## src/rtl/prbs_pkg.sv

```systemverilog
// Shared constants and types for the XNOR-feedback dither PRBS generator.
package prbs_pkg;

   localparam int unsigned LFSR_LEN = 15;
   localparam int unsigned TAP_A    = 14;
   localparam int unsigned TAP_B    = 13;

   typedef logic [LFSR_LEN-1:0] lfsr_state_t;

   // All-ones is the one state an XNOR LFSR can never leave.
   localparam lfsr_state_t LOCKUP_STATE = 15'h7FFF;
   localparam lfsr_state_t SEED_RESET   = 15'h0000;

endpackage

```

## src/rtl/lfsr_xnor_step.sv

```systemverilog
// Combinational W_OUT-step unroll of the x^15 + x^14 + 1 XNOR LFSR.
module lfsr_xnor_step
   import prbs_pkg::*;
#(
   parameter int unsigned W_OUT = 4
) (
   input  logic [LFSR_LEN-1:0] state_cur,
   output logic [LFSR_LEN-1:0] state_nxt,
   output logic [W_OUT-1:0]    word
);

   logic [LFSR_LEN-1:0] s;
   logic                fb;

   // First-generated bit lands in the MSB of the word.
   always_comb begin
      s    = state_cur;
      fb   = 1'b0;
      word = '0;
      for (int unsigned i = 0; i < W_OUT; i++) begin
         fb                = ~(s[TAP_A] ^ s[TAP_B]);
         word[W_OUT-1-i]   = fb;
         s                 = {s[LFSR_LEN-2:0], fb};
      end
      state_nxt = s;
   end

endmodule

```

## src/rtl/dither_prbs_gen.sv

```systemverilog
// Word-parallel PRBS dither source with valid/ready output, seed load,
// lock-up seed protection and a transfer counter.
module dither_prbs_gen
   import prbs_pkg::*;
#(
   parameter int unsigned W_OUT = 4,
   parameter int unsigned CNT_W = 16
) (
   input  logic                clk,
   input  logic                rst,
   input  logic                en,
   input  logic                seed_ld,
   input  logic [LFSR_LEN-1:0] seed,
   output logic                out_valid,
   input  logic                out_ready,
   output logic [W_OUT-1:0]    out_data,
   output logic                lockup_err,
   output logic [CNT_W-1:0]    word_cnt
);

   lfsr_state_t         state_q, state_d;
   lfsr_state_t         step_state;
   logic [W_OUT-1:0]    step_word;
   logic [W_OUT-1:0]    data_d;
   logic                valid_d;
   logic                lockup_d;
   logic [CNT_W-1:0]    cnt_d;
   logic                xfer;
   logic                load;

   lfsr_xnor_step #(.W_OUT(W_OUT)) u_step (
      .state_cur (state_q),
      .state_nxt (step_state),
      .word      (step_word)
   );

   assign xfer = out_valid && out_ready;
   assign load = en && (!out_valid || out_ready);

   // Next-state: seed load overrides generation; a stalled word is held.
   always_comb begin
      state_d  = state_q;
      data_d   = out_data;
      valid_d  = out_valid;
      lockup_d = 1'b0;
      cnt_d    = word_cnt;
      if (xfer) begin
         cnt_d = word_cnt + CNT_W'(1);
      end
      if (seed_ld) begin
         valid_d = 1'b0;
         if (seed == LOCKUP_STATE) begin
            state_d  = SEED_RESET;
            lockup_d = 1'b1;
         end else begin
            state_d = seed;
         end
      end else if (load) begin
         state_d = step_state;
         data_d  = step_word;
         valid_d = 1'b1;
      end else if (xfer) begin
         valid_d = 1'b0;
      end
   end

   always_ff @(posedge clk) begin
      if (rst) begin
         state_q    <= SEED_RESET;
         out_data   <= '0;
         out_valid  <= 1'b0;
         lockup_err <= 1'b0;
         word_cnt   <= '0;
      end else begin
         state_q    <= state_d;
         out_data   <= data_d;
         out_valid  <= valid_d;
         lockup_err <= lockup_d;
         word_cnt   <= cnt_d;
      end
   end

endmodule

```

## config.mk

```make
export PLATFORM = sky130hd
export DESIGN_NAME = dither_prbs_gen
export DESIGN_NICKNAME = d
export VERILOG_FILES = /design/src/rtl/prbs_pkg.sv /design/src/rtl/lfsr_xnor_step.sv /design/src/rtl/dither_prbs_gen.sv
export SDC_FILE = /design/constraint.sdc
export NUM_CORES = 1
export LEC_CHECK = 0
export ABC_CLOCK_PERIOD_IN_PS = 2700
export BUFFER_PORTS_ARGS = -buffer_cell sky130_fd_sc_hd__buf_2
export CELL_PAD_IN_SITES_DETAIL_PLACEMENT = 1
export CELL_PAD_IN_SITES_GLOBAL_PLACEMENT = 2
export CORE_UTILIZATION = 34
export DETAILED_ROUTE_END_ITERATION = 6
export MAX_ROUTING_LAYER = met4
export PLACE_DENSITY = 0.79
export SLEW_MARGIN = 25
export SYNTH_ARGS = -nofsm -noshare
export SYNTH_HDL_FRONTEND = slang
export SYNTH_HIERARCHICAL = 1
export SYNTH_SLANG_ARGS = --single-unit
```

## constraint.sdc

```tcl
create_clock -name clk -period 2.7 [get_ports clk]
set_clock_uncertainty 0.05 [all_clocks]
set_input_delay 0.54 -clock clk [delete_from_list [all_inputs] [get_ports clk]]
set_output_delay 0.54 -clock clk [all_outputs]
set_load 0.01 [all_outputs]
```

==> results.md <==
- Final ANT Viol Nets: 0
- TNS Setup: 0 ps
- Synthesized area: around 1800 µm²
- 1st-iter DRT viols: 62
- Hold Path Depth: 2
- Clk_lat worst skew: approximately 290 ps
- Area Overhead vs Synth: 11.0%
- Fin util: 39.6%
- Die Wd: 75.7 µm
- Wire per inst: between 10 and 15 µm
- HP Start: out_data[2]
- CTS HTree Levels: 2
- Largest area contributor in the netlist: dfxtp_1
- Clock-pin slew on the worst setup and hold paths: ~80 ps
- CP Class: reg -> reg
- Fillers: 632
- Startpoint types: register
- Relative slew slack: 66.6%
- Part of the Yosys area used for sequential elements: between 40% and 50%
- Ant. Diodes: 0
- CTS resizes: 0
- Syn nets: 223
- Yosys warning total: 6
- Layout cell share with drive strength beyond 1: 27.4%
- Final period utilization: about two thirds
- CP max-delay cell: dfxtp_1
- RSZ-0062 raised after global routing: false
- Area of the die: between 5000 and 6000 µm²
- Io pins: 42
- Worst-Margin Slew: 502 ps
- Global placer's final weighted congestion: between 0.7 and 0.8
- Worst Hold Class: reg -> reg
- Floorplan row count: 26
- Final setup vio count: 0
- Hold path endpoint: out_data[2]
- Inserted Clock Buffers: 5
- Total GRT Usage: between 15 and 20%
- FF-to-FF setup slack: between 900 and 1000 ps
- Worst Reg-to-Reg Cells: 4
- Clock root buffer master: clkbuf_8
- Total number of vias: 1445
- PwrDens: 528 nW/µm²
- Post-CTS setup buffer count: 0
- Clk sinks: 37
- Synth Register Bits: 37
- CTS tree: done
- Slowest stage delay, CP: 480 ps
- Crit path time final: 1790 ps
- WP buf/inv: 0
- Synth area leaders: dfxtp_1, mux2i_1, buf_4
- Crit path required time: approximately 2800 ps
- Post-synth top cells: dfxtp_1, nor2_1, buf_4
- Achievable Freq: 0.560 GHz
- Starting Density: 35.7%
- Final nets: 246
- Hold Violations, Final: 0
- Detailed-route DRC error count: 0
- CP arrival: 1910 ps
- Syn Inst Count: 202
- Leakage: 0.000874 µW
- Global route total overflow: 0
- Cts hold-fix bufs: 0
- Number of enable flip-flop cells after synthesis: 0
- Drt pass-1 iters: 4
- Vias per Instance: 4.88
- Initial antenna violation count: 0
- Top-count cell post-synth: dfxtp_1
- Port-buffer cells: 41
- Placeable Area: 5170 µm²
- Max-slew violation count: 0
- Vias in the first global route: 1308
- Unique masters post-synth: 34
- Status: finished clean
- Worst path cell trace: nand3_2, nor4_4, nor3b_2, mux2_2
- Top_reg_cell synth: dfxtp_1
- Worst setup EP type: register
- Mean Syn Cell Area: 9.15 µm²
- Worst r2r src: out_valid
- Critical-path maximum fanout: 8
- Worst vdd ir: ~0.18 mV
- First-pass GRT wire length: about 6300 µm
- Post-synth ARST share: 0%
- Die Y: 75.7 µm
- Crit Reg-Reg Endpoint: word_cnt[15]
- Max Root-Sink Buffers: 2
- Final wirelength: slightly above 4000 µm
- DP Wirelength: 2970 µm
- Top cell family by delay on the critical path: simple AND/OR/NAND/NOR gates
- Pin count of the biggest net entering global routing: 28
- Number of max-cap violations: 0
- Top cell type's share of synthesized area: 40.1%
[cells in the final DEF, fill, tap and decap left out, types with 2 or more instances in the layout]
cell and instances:
nor3_1 4, inv_1 4, clkinv_2 2, nor2_1 31, nor2b_1 4, a21oi_1 6
o21ai_0 5, nor4_1 3, nand2_1 10, mux2_2 4, xor2_1 4, clkbuf_8 5
dfxtp_1 37, nand3_1 5, buf_2 41, xnor2_1 10, a211oi_1 15, mux2i_1 15
nand4_1 6
[flip-flops by register name (all words and copies together), names as in the netlist]
signal	count
lockup_err	1
state_q	15
out_valid	1
out_data	4
word_cnt	16
[power by group]
group          internal, µW  switching [µW]
Combinational          51.0            67.9
Clock                   179             199
Sequential              569            16.0
Total                   799             283
[cell families (layout without fill, tap and decap cells)]
group	Yosys count	in the layout	share of synthesized area (%)
simple gates	75	75	22.4
flops	37	37	40.1
buf+inv	30	54	10.6
compound gates	26	26	9.07
mux	19	19	10.6
xor+xnor	14	14	6.63
fa+ha+maj	1	1	0.677
[per-layer routing]
metal,up-vias,wire (µm),GRT usage [%]
li1,736,-,-
met1,665,2080,20.9
met2,37,1740,22.4
met3,7,154,3.70
met4,0,73,6.17
met5,-,0,-
[worst min-delay path, delay by kind of cell, from the launching register on]
kind	cells	cell delay [ps]
compound gates	2	120
flops	1	300
[stage by stage]
step / hold WS, ps / cell area, µm² / setup slack [ps] / total power, µW / instances
final: 425 / 2050 / 915 / 1080 / 296
after global routing: 450 / 2050 / 801 / 1140 / 296
after CTS: 428 / 2050 / 896 / 1100 / 296
after detailed placement: 418 / 1970 / 729 / 717 / 288
after global placement: 412 / 1970 / 756 / 715 / 288
after floorplan: 448 / 1850 / 984 / 707 / 202
[area by class of cell]
class,instances,area [µm²],area share (%)
flip-flops and latches,37,741,36.1
clock inverters,2,10.0,0.488
clock buffers,6,72.6,3.54
repair buffers,42,213,10.4
well taps,70,87.6,4.27
inverters,4,15.0,0.732
multi-input cells,135,912,44.5
[how the worst max path moves through the flow]
stage,from,endpoint,slack [ps],depth (start not counted)
2_1_floorplan,out_ready,word_cnt[15],980,4
3_3_place_gp,out_ready,word_cnt[15],760,5
6_report,out_valid,word_cnt[15],910,4
4_1_cts,out_valid,word_cnt[15],900,4
3_5_place_dp,out_ready,word_cnt[15],730,5
5_1_grt,out_valid,word_cnt[15],800,4
Power figures use the tool's default switching activity.
